<file path="src/rtl/sdram_port_arbiter_if.sv">
// Bundle of client-side and controller-side signals for sdram_port_arbiter.
// slave  : the arbiter's view (drives acks, rdata and the controller requests).
// master : the environment's view (clients plus SDRAM controller).
interface sdram_port_arbiter_if #(
  parameter int NPORTS = 3,
  parameter int AW     = 25,
  parameter int DW     = 16
);
  // client side
  logic [NPORTS-1:0]    req;
  logic [NPORTS-1:0]    wr;
  logic [NPORTS*AW-1:0] addr;
  logic [NPORTS*DW-1:0] wdata;
  logic [NPORTS-1:0]    ack;
  logic [DW-1:0]        rdata;
  logic [2:0]           grant_idx;
  logic                 busy;
  // controller side
  logic [AW-1:0]        sd_raddr;
  logic                 sd_rd;
  logic                 sd_rd_rdy;
  logic [DW-1:0]        sd_dout;
  logic [AW-1:0]        sd_waddr;
  logic [DW-1:0]        sd_din;
  logic                 sd_we;
  logic                 sd_we_ack;

  modport slave (
    input  req, wr, addr, wdata, sd_rd_rdy, sd_dout, sd_we_ack,
    output ack, rdata, grant_idx, busy, sd_raddr, sd_rd, sd_waddr, sd_din, sd_we
  );

  modport master (
    output req, wr, addr, wdata, sd_rd_rdy, sd_dout, sd_we_ack,
    input  ack, rdata, grant_idx, busy, sd_raddr, sd_rd, sd_waddr, sd_din, sd_we
  );
endinterface

</file>
<file path="src/rtl/sdram_port_arbiter.sv">
// sdram_port_arbiter: shares one SDRAM controller between NPORTS requesters.
// Reads use the rising-edge sd_rd / sd_rd_rdy handshake, writes the sd_we /
// sd_we_ack toggle handshake. The winning port gets a one-cycle ack.
// Optional feature: define SDRAM_ARB_RR_EN for round-robin arbitration;
// otherwise fixed priority with port 0 highest.
module sdram_port_arbiter #(
  parameter int NPORTS        = 3,
  parameter int AW            = 25,
  parameter int DW            = 16,
  parameter int RD_LOW_CYCLES = 8
) (
  input  logic                clk,
  input  logic                reset,
  sdram_port_arbiter_if.slave bus
);
  localparam int CW = $clog2(RD_LOW_CYCLES + 1);

  typedef enum logic [2:0] {
    IDLE    = 3'd0,
    RD_LOW  = 3'd1,
    RD_HIGH = 3'd2,
    RD_GAP  = 3'd3,
    WR_WAIT = 3'd4
  } state_t;

  state_t            state_reg;
  logic [NPORTS-1:0] ack_reg;
  logic [DW-1:0]     rdata_reg;
  logic [2:0]        grant_reg;
  logic              busy_reg;
  logic [AW-1:0]     sd_raddr_reg;
  logic              sd_rd_reg;
  logic [AW-1:0]     sd_waddr_reg;
  logic [DW-1:0]     sd_din_reg;
  logic              sd_we_reg;
  logic [CW-1:0]     gap_cnt_reg;

  logic              in_gap;
  logic [NPORTS-1:0] elig;
  logic [NPORTS-1:0] grant_onehot;
  logic [2:0]        search_start;
  logic              win_valid;
  logic [2:0]        win_idx;
  logic [NPORTS-1:0] win_onehot;
  logic              win_wr;
  logic [AW-1:0]     win_addr;
  logic [DW-1:0]     win_wdata;

  assign in_gap = (state_reg == RD_GAP);

  // A port is eligible unless it is being acked this very cycle (its req is
  // still up while it sees the ack); during the read gap only writes qualify.
  generate
    for (genvar gi = 0; gi < NPORTS; gi++) begin : g_port
      assign elig[gi]         = bus.req[gi] & ~ack_reg[gi] & (~in_gap | bus.wr[gi]);
      assign grant_onehot[gi] = (grant_reg == 3'(gi));
    end
  endgenerate

`ifdef SDRAM_ARB_RR_EN
  logic [2:0] ptr_reg;

  // Search begins one past the last granted port, wrapping at NPORTS.
  assign search_start = (ptr_reg == 3'(NPORTS - 1)) ? 3'd0 : ptr_reg + 3'd1;

  // Pointer remembers the most recent grant.
  always_ff @(posedge clk) begin
    if (reset) begin
      ptr_reg <= 3'(NPORTS - 1);
    end else if ((state_reg == IDLE || state_reg == RD_GAP) && win_valid) begin
      ptr_reg <= win_idx;
    end
  end
`else
  assign search_start = 3'd0;
`endif

  // Rotating priority pick: first eligible port at or above search_start,
  // else the first eligible port from 0; then mux the winner's request.
  always_comb begin
    win_valid  = 1'b0;
    win_idx    = 3'd0;
    win_onehot = '0;
    win_wr     = 1'b0;
    win_addr   = '0;
    win_wdata  = '0;
    for (int p = 0; p < NPORTS; p++) begin
      if (!win_valid && elig[p] && (3'(p) >= search_start)) begin
        win_valid     = 1'b1;
        win_idx       = 3'(p);
        win_onehot[p] = 1'b1;
      end
    end
    for (int p = 0; p < NPORTS; p++) begin
      if (!win_valid && elig[p]) begin
        win_valid     = 1'b1;
        win_idx       = 3'(p);
        win_onehot[p] = 1'b1;
      end
    end
    for (int p = 0; p < NPORTS; p++) begin
      if (win_onehot[p]) begin
        win_wr    = bus.wr[p];
        win_addr  = bus.addr[p*AW +: AW];
        win_wdata = bus.wdata[p*DW +: DW];
      end
    end
  end

  // Transfer sequencer with registered controller and client outputs.
  always_ff @(posedge clk) begin
    if (reset) begin
      state_reg    <= IDLE;
      ack_reg      <= '0;
      rdata_reg    <= '0;
      grant_reg    <= 3'd0;
      busy_reg     <= 1'b0;
      sd_raddr_reg <= '0;
      sd_rd_reg    <= 1'b0;
      sd_waddr_reg <= '0;
      sd_din_reg   <= '0;
      sd_we_reg    <= bus.sd_we_ack;  // matching ack means no write pending
      gap_cnt_reg  <= '0;
    end else begin
      ack_reg <= '0;
      case (state_reg)
        IDLE, RD_GAP: begin
          if (state_reg == RD_GAP) begin
            if (gap_cnt_reg == CW'(RD_LOW_CYCLES - 1)) begin
              state_reg <= IDLE;
              busy_reg  <= 1'b0;
            end else begin
              gap_cnt_reg <= gap_cnt_reg + 1'b1;
            end
          end
          // A grant overrides the gap bookkeeping above (only writes reach here in RD_GAP).
          if (win_valid) begin
            grant_reg <= win_idx;
            busy_reg  <= 1'b1;
            if (win_wr) begin
              sd_waddr_reg <= win_addr;
              sd_din_reg   <= win_wdata;
              sd_we_reg    <= ~sd_we_reg;
              state_reg    <= WR_WAIT;
            end else begin
              sd_raddr_reg <= win_addr;
              sd_rd_reg    <= 1'b1;
              state_reg    <= RD_LOW;
            end
          end
        end
        RD_LOW: begin
          if (!bus.sd_rd_rdy) state_reg <= RD_HIGH;
        end
        RD_HIGH: begin
          if (bus.sd_rd_rdy) begin
            rdata_reg   <= bus.sd_dout;
            ack_reg     <= grant_onehot;
            sd_rd_reg   <= 1'b0;
            gap_cnt_reg <= '0;
            state_reg   <= RD_GAP;
          end
        end
        WR_WAIT: begin
          if (bus.sd_we_ack == sd_we_reg) begin
            ack_reg   <= grant_onehot;
            busy_reg  <= 1'b0;
            state_reg <= IDLE;
          end
        end
        default: state_reg <= IDLE;
      endcase
    end
  end

  assign bus.ack       = ack_reg;
  assign bus.rdata     = rdata_reg;
  assign bus.grant_idx = grant_reg;
  assign bus.busy      = busy_reg;
  assign bus.sd_raddr  = sd_raddr_reg;
  assign bus.sd_rd     = sd_rd_reg;
  assign bus.sd_waddr  = sd_waddr_reg;
  assign bus.sd_din    = sd_din_reg;
  assign bus.sd_we     = sd_we_reg;
endmodule
</file>
<file path="src/flat_wrapper.sv">
// flat-port wrapper written by rule: the top's interface ports become plain ports
module sdram_port_arbiter_flat 
#(
  parameter int NPORTS        = 3,
  parameter int AW            = 25,
  parameter int DW            = 16,
  parameter int RD_LOW_CYCLES = 8
)
  (clk, reset, bus_req, bus_wr, bus_addr, bus_wdata, bus_sd_rd_rdy, bus_sd_dout, bus_sd_we_ack, bus_ack, bus_rdata, bus_grant_idx, bus_busy, bus_sd_raddr, bus_sd_rd, bus_sd_waddr, bus_sd_din, bus_sd_we);
  sdram_port_arbiter_if #(.NPORTS(NPORTS), .AW(AW), .DW(DW)) bus_i ();
  input  logic clk;
  input  logic reset;
  input wire logic [$bits(bus_i.req)-1:0] bus_req;
  input wire logic [$bits(bus_i.wr)-1:0] bus_wr;
  input wire logic [$bits(bus_i.addr)-1:0] bus_addr;
  input wire logic [$bits(bus_i.wdata)-1:0] bus_wdata;
  input wire logic [$bits(bus_i.sd_rd_rdy)-1:0] bus_sd_rd_rdy;
  input wire logic [$bits(bus_i.sd_dout)-1:0] bus_sd_dout;
  input wire logic [$bits(bus_i.sd_we_ack)-1:0] bus_sd_we_ack;
  output wire logic [$bits(bus_i.ack)-1:0] bus_ack;
  output wire logic [$bits(bus_i.rdata)-1:0] bus_rdata;
  output wire logic [$bits(bus_i.grant_idx)-1:0] bus_grant_idx;
  output wire logic [$bits(bus_i.busy)-1:0] bus_busy;
  output wire logic [$bits(bus_i.sd_raddr)-1:0] bus_sd_raddr;
  output wire logic [$bits(bus_i.sd_rd)-1:0] bus_sd_rd;
  output wire logic [$bits(bus_i.sd_waddr)-1:0] bus_sd_waddr;
  output wire logic [$bits(bus_i.sd_din)-1:0] bus_sd_din;
  output wire logic [$bits(bus_i.sd_we)-1:0] bus_sd_we;
  assign bus_i.req = bus_req;
  assign bus_i.wr = bus_wr;
  assign bus_i.addr = bus_addr;
  assign bus_i.wdata = bus_wdata;
  assign bus_i.sd_rd_rdy = bus_sd_rd_rdy;
  assign bus_i.sd_dout = bus_sd_dout;
  assign bus_i.sd_we_ack = bus_sd_we_ack;
  assign bus_ack = bus_i.ack;
  assign bus_rdata = bus_i.rdata;
  assign bus_grant_idx = bus_i.grant_idx;
  assign bus_busy = bus_i.busy;
  assign bus_sd_raddr = bus_i.sd_raddr;
  assign bus_sd_rd = bus_i.sd_rd;
  assign bus_sd_waddr = bus_i.sd_waddr;
  assign bus_sd_din = bus_i.sd_din;
  assign bus_sd_we = bus_i.sd_we;
  sdram_port_arbiter #(.NPORTS(NPORTS), .AW(AW), .DW(DW), .RD_LOW_CYCLES(RD_LOW_CYCLES)) u_core (.clk(clk), .reset(reset), .bus(bus_i));
endmodule
</file>
<file path="config.mk">
export PLATFORM = sky130hd
export DESIGN_NAME = sdram_port_arbiter_flat
export DESIGN_NICKNAME = d
export VERILOG_FILES = /design/src/rtl/sdram_port_arbiter_if.sv /design/src/rtl/sdram_port_arbiter.sv /design/src/flat_wrapper.sv
export SDC_FILE = /design/constraint.sdc
export NUM_CORES = 1
export LEC_CHECK = 0
export ABC_AREA = 1
export BUFFER_PORTS_ARGS = -buffer_cell sky130_fd_sc_hd__buf_2
export CAP_MARGIN = 20
export CORE_ASPECT_RATIO = 0.7
export CORE_MARGIN = 2
export CORE_UTILIZATION = 48
export CTS_BUF_LIST = sky130_fd_sc_hd__clkbuf_4 sky130_fd_sc_hd__clkbuf_8
export CTS_CLUSTER_SIZE = 12
export DETAILED_ROUTE_END_ITERATION = 16
export HOLD_SLACK_MARGIN = 0.12
export PLACE_DENSITY = 0.83
export SLEW_MARGIN = 20
export SYNTH_ARGS = -nofsm -noshare
export SYNTH_HDL_FRONTEND = slang
export SYNTH_SLANG_ARGS = --single-unit
</file>
<file path="constraint.sdc">
create_clock -name clk -period 2.2 [get_ports clk]
set_input_delay 0.22 -clock clk [delete_from_list [all_inputs] [get_ports clk]]
set_output_delay 0.22 -clock clk [all_outputs]
set_load 0.05 [all_outputs]
</file>
======== Yosys cells after proc, flatten, opt, wreduce, memory -nomap -nowiden ========
Cells that the tools add are included.
word-level totals
  output and inout bits ................... 91
  flip-flop bits (word level) ............. 98
  input bits .............................. 149
  logic and storage cells ................. 124
operators by class
  reductions and logical operators ........ 27
  mux-type cells .......................... 53
  equal/unequal tests ..................... 17
  bitwise gates (word level) .............. 15
  add/subtract/negate cells ............... 1
operator list
  kind                 count
  $mux 25              3
  $mux 16              3
  $mux 3               13
  $mux 1               26
  $mux 4               3
  $pmux 3 s4           1
  $reduce_and 4->1     3
  $reduce_bool 2->1    5
  $eq 3x2->1 const B   3
  $reduce_and 3->1     3
  $ne 2x2->1 const B   4
  $pmux 4 s2           1
  $and 1x1->1          6
  $eq 3x1->1 const B   2
  $logic_not 3->1      2
  $ne 2x1->1 const B   3
  $ne 3x1->1 const B   2
  $not 1->1            6
  $pmux 3 s2           1
  $logic_and 1x1->1    5
  $logic_not 1->1      5
  $reduce_and 5->1     1
  $add 4x1->4 const B  1
  $eq 4x3->1 const B   1
  other kinds (6)      10

======== Logic depth before layout (Yosys ltp) ========
  word-level depth ........................ 25
  gate-level depth with buffers ........... 14

======== Worst setup path before layout ========
OpenSTA, ideal clock, no wires.
  path type ............................... register to register
  start point ............................. register u_core.ack_reg[0], in the netlist u_core.bus.ack[0]
  end point ............................... register u_core.sd_raddr_reg[22], in the netlist u_core.bus.sd_raddr[22]
  path slack .............................. 0.335 ns
  setup time .............................. 0.111 ns
  clock period less this slack ............ 1.865 ns
  arrival time ............................ 1.754 ns
  stages on the path, launching flop included .. 9
  cells stage by stage .................... dfxtp_1 -> nor2_2 -> nand2_4 -> nand3_1 -> nand2_1 -> inv_2 -> clkbuf_1 -> and3_1 -> nor2_1
between the ends
  cells in the longest elaborated chain, start to end .. 22
  elaborated cells between the ends (all ways) .. 32
RTL lines
  element                        RTL line                   text
  from (decl)                    sdram_port_arbiter.sv:27   logic [NPORTS-1:0] ack_reg;
  from (signal assigned)         sdram_port_arbiter.sv:158  ack_reg <= grant_onehot;
  from (signal assigned)         sdram_port_arbiter.sv:166  ack_reg <= grant_onehot;
  $not 1->1 (*)                  sdram_port_arbiter.sv:55   assign elig[gi] = bus.req[gi] & ~ack_reg[gi] & (~in_gap | bus.wr[gi]);
  $and 1x1->1 (*) (2 in series)  sdram_port_arbiter.sv:55
  $mux 1                         sdram_port_arbiter.sv:88   if (!win_valid && elig[p] && (3'(p) >= search_start)) begin
  $logic_not 1->1                sdram_port_arbiter.sv:88
  $logic_and 1x1->1              sdram_port_arbiter.sv:88
  $mux 1                         sdram_port_arbiter.sv:88
  $logic_not 1->1                sdram_port_arbiter.sv:88
  $logic_and 1x1->1              sdram_port_arbiter.sv:88
  [5 not listed]                 --
  $logic_and 1x1->1              sdram_port_arbiter.sv:95   if (!win_valid && elig[p]) begin
  $mux 1                         sdram_port_arbiter.sv:95
  $logic_not 1->1                sdram_port_arbiter.sv:95
  $logic_and 1x1->1              sdram_port_arbiter.sv:95
  $mux 1                         sdram_port_arbiter.sv:95
  $mux 1                         sdram_port_arbiter.sv:102  if (win_onehot[p]) begin
  $not 1->1 (no line)            --
  $reduce_and 3->1 (no line)     --
  to (signal assigned)           sdram_port_arbiter.sv:146  sd_raddr_reg <= win_addr;
  to (decl)                      sdram_port_arbiter.sv:31   logic [AW-1:0] sd_raddr_reg;
Every way passes the cells marked *; elsewhere a longest branch is shown, timed or not.
A chain may end at the register's enable or synchronous reset.

======== Worst setup path in the final report ========
  start point ............................. register u_core.state_reg[0]
  end point ............................... register u_core.sd_raddr_reg[12], in the netlist u_core.bus.sd_raddr[12]
between the ends
  cells in the longest elaborated chain, start to end .. 23
  elaborated cells between the ends (all ways) .. 39
RTL lines
  element                     RTL line                                             text
  from (decl)                 sdram_port_arbiter.sv:26                             state_t state_reg;
  from (signal assigned)      sdram_port_arbiter.sv:113                            state_reg <= IDLE;
  from (signal assigned)      sdram_port_arbiter.sv:130                            state_reg <= IDLE;
  from (signal assigned)      sdram_port_arbiter.sv:144                            state_reg <= WR_WAIT;
  $eq 3x2->1                  sdram_port_arbiter.sv:49, sdram_port_arbiter.sv:126
  $not 1->1                   sdram_port_arbiter.sv:55
  $or 1x1->1                  sdram_port_arbiter.sv:55
  $and 1x1->1                 sdram_port_arbiter.sv:55
  $mux 1                      sdram_port_arbiter.sv:88
  $logic_not 1->1             sdram_port_arbiter.sv:88
  $logic_and 1x1->1           sdram_port_arbiter.sv:88
  $mux 1                      sdram_port_arbiter.sv:88
  [7 not listed]              --
  $logic_and 1x1->1           sdram_port_arbiter.sv:95
  $mux 1                      sdram_port_arbiter.sv:95
  $logic_not 1->1             sdram_port_arbiter.sv:95
  $logic_and 1x1->1           sdram_port_arbiter.sv:95
  $mux 1                      sdram_port_arbiter.sv:95
  $mux 1                      sdram_port_arbiter.sv:102
  $not 1->1 (no line)         --
  $reduce_and 3->1 (no line)  --
Parallel ways exist; a longest one is shown, timed or not.

==> flow_summary.toml <==
[outcome]
status = "complete, no violations"

[global_routing]
grt_pass1_wl_mm = 25.7
grt_pass1_vias = 5246
globalRoute.totalOverflow = 0
antenna_found_initial = 1
grt_max_degree = 43
gr-usage-all-layers_pct = 28.8

[clocking]
cts_buffers = 9
cts_sinks = 97
clk_pin_slew_ns = 0.09
clk_path_buf_depth = 2
htreeDepth = 3
clk_latency_ns = 0.37
root_buffer = "clkbuf_8"
cts_tree = "yes"

[logic_synthesis]
synthDistinctLibCells = 32
synth.net_count = 934
synth_top_area_cell = "dfxtp_1"
avgSynthCellArea_um2 = 6.28
syn-cell-area_um2 = 4920
seq_area_frac_synth_pct = 39.7
post-synth-top-area-fraction_pct = 39.1
synthCells = 784
ys_ff_latch = 97
ys_warn_count = 0
synthTopCellsByArea = "dfxtp_1, nand2_1, nor2_1"

[die]
fp.coreArea_um2 = 9830
die_width_um = 125
num_io_pins = 240
die_y_um = 88.7
start_util_pct = 50.0
dieArea_um2 = 11100
row_count = 30

[setup_path]
startpoint_type = "flip-flop"
worstReg2RegStart = "u_core.state_reg[0]"
rr_worst_depth = 12
cp-end-kind = "flip-flop"
crit_type = "reg -> reg"
arrival_ns = 2.25
r2r-end = "u_core.bus.sd_raddr[12]"
crit_required_ns = 2.46
crit_path_max_fanout = 14
ff2ff_setup_slack_ns = 0.21

[sta]
period_needed_ns = 1.99
max_freq_mhz = 503
setup_slack_ns = 0.211
final.setup.tns_ns = 0
slew_headroom_pct = 65.2
finalHoldViolCount = 0
slew_viol_final = 0
worst_pin_slew_ns = 0.522
fin_crit_sh_pct = 90.4
fin_skew_ns = 0.0140
setup_viol = 0
rsz0062_at_grt = "false"

[detailed_routing]
dr.pass1.iters = 5
wire_per_inst_um = 14.0
totalWireLength_mm = 16.2
drtIter0Drc = 336
ant_nets = 0
drc_errors = 0
avgViaCountPerCell = 5.01
dr_total_vias = 5796

[worst_hold_path]
whs_path_depth = 5
min_path_type = "in -> reg"
min-delay-start = "bus_wdata[34]"
min_to = "u_core.bus.sd_din[2]"

[power]
ir_drop_uv = 688
power.density_nw_per_um2 = 1310
leakagePower_nw = 3.76

[finish]
drive_gt1_share_pct = 28.2
multi_input_area_um2 = 2500
synthToLayoutAreaGrowth_pct = 35.3
fin_nets = 1172
fillCellCount = 926
seq_area_um2 = 1950

[placed_design]
port-buffer-count = 238
dp_hpwl_mm = 11.4
post-place-ws_ns = 0.263
gp_congestion = 0.915

[flow_run]
cap_violations = 0
[stage by stage]
| step | power (W) | hold WS (ns) | util (%) | cell area (um2) | std cells |
|---|---|---|---|---|---|
| floorplan | 0.00615 | 0.355 | - | 4920 | 784 |
| global placement | 0.00729 | 0.438 | 63.6 | 6250 | 1123 |
| detailed placement | 0.00735 | 0.447 | 63.6 | 6250 | 1123 |
| CTS | 0.00875 | 0.164 | 67.7 | 6660 | 1155 |
| global route | 0.00929 | 0.200 | 67.7 | 6660 | 1156 |
| finish | 0.00875 | 0.175 | 67.7 | 6660 | 1156 |
[power breakdown]
part | internal [W] | leakage, nW | switching [W] | total (W)
logic | 0.00126 | 2.84 | 0.00348 | 0.00474
registers | 0.00231 | 0.798 | 0.000311 | 0.00262
clock network | 0.000754 | 0.115 | 0.000625 | 0.00138
[synth_stat cells, drive strengths merged]
cell and instances:
a211oi 2, a21o 1, a21oi 34, and3 18, buf 17, clkbuf 30, clkinv 2, conb 1
dfxtp 96, edfxtp 1, ha 1, inv 63, nand2 198, nand3 102, nor2 183, nor3 3
nor3b 1, o2111ai 1, o21ai 27, o21bai 1, or2 1, xor2 1
[how the worst max path moves through the flow]
| stage | startpoint | end | slack, ns | cells past startpoint |
|---|---|---|---|---|
| after detailed placement | u_core.state_reg[0] | u_core.bus.sd_raddr[2] | 0.26 | 11 |
| after CTS | u_core.state_reg[0] | u_core.bus.sd_raddr[12] | 0.24 | 12 |
| after floorplan | u_core.bus.ack[0] | u_core.bus.sd_raddr[22] | 0.33 | 8 |
| after global placement | u_core.state_reg[0] | u_core.bus.sd_raddr[2] | 0.34 | 11 |
| final | u_core.state_reg[0] | u_core.bus.sd_raddr[12] | 0.21 | 12 |
| after global routing | u_core.state_reg[0] | u_core.bus.sd_raddr[1] | 0.05 | 11 |
[critical path: stages (launching register included)]
cell     delay (ns)
dfxtp_1        0.41
nand2_1        0.08
nor2_2         0.16
nand2_1        0.08
nand2_1        0.15
nand3_1        0.17
nand2_1        0.19
inv_2          0.06
nand2_2        0.24
buf_12         0.19
nand2_1        0.06
nand2_1        0.05
nor2_1         0.04
[repair_timing]
| action | in CTS | in global routing |
|---|---|---|
| endpoints found under the hold margin | 16 | 0 |
| resized for setup | 0 | 0 |
| hold buffers | 16 | 0 |
| buffers inserted | 0 | 0 |
[cells by family (layout without fill, tap and decap cells)]
kind of cell	count (synthesis)	in the layout	share of synthesized area, %
xor gates and xnor gates	1	1	0.178
buffers and inverters	112	355	9.61
AOI/OAI and AO/OA	66	66	6.99
and+or+nand+nor	506	506	43.2
DFF	97	97	39.7
adders and majority gates	1	1	0.254
other	1	2	0.0762
[per-layer routing]
layer | part of all wire, % | up-vias | track usage [%]
li1 | - | 2928 | -
met1 | 43 | 2561 | 37.2
met2 | 46 | 276 | 49.3
met3 | 8.4 | 31 | 5.99
met4 | 2.2 | 0 | 9.49
met5 | 0 | - | 0
[final cells by class]
class | instances | share of cell area, %
tap | 128 | 2.41
timing repair buffer | 274 | 23.3
clock inverter | 7 | 1.79
sequential | 97 | 29.3
multi-input combinational | 575 | 37.6
antenna | 1 | 0.0376
clock buffer | 9 | 1.86
inverter | 65 | 3.74
[placed cells by master, fill, tap and decap left out, drive strengths merged, types with 4 or more instances in the layout]
| cell | n |
|---|---|
| and3 | 18 |
| nand3 | 102 |
| buf | 258 |
| nand2 | 198 |
| dfxtp | 96 |
| inv | 63 |
| clkbuf | 9 |
| o21ai | 27 |
| dlygate4sd3 | 16 |
| clkinv | 4 |
| nor2 | 183 |
| a21oi | 34 |
(Power assumes the default switching activity.)
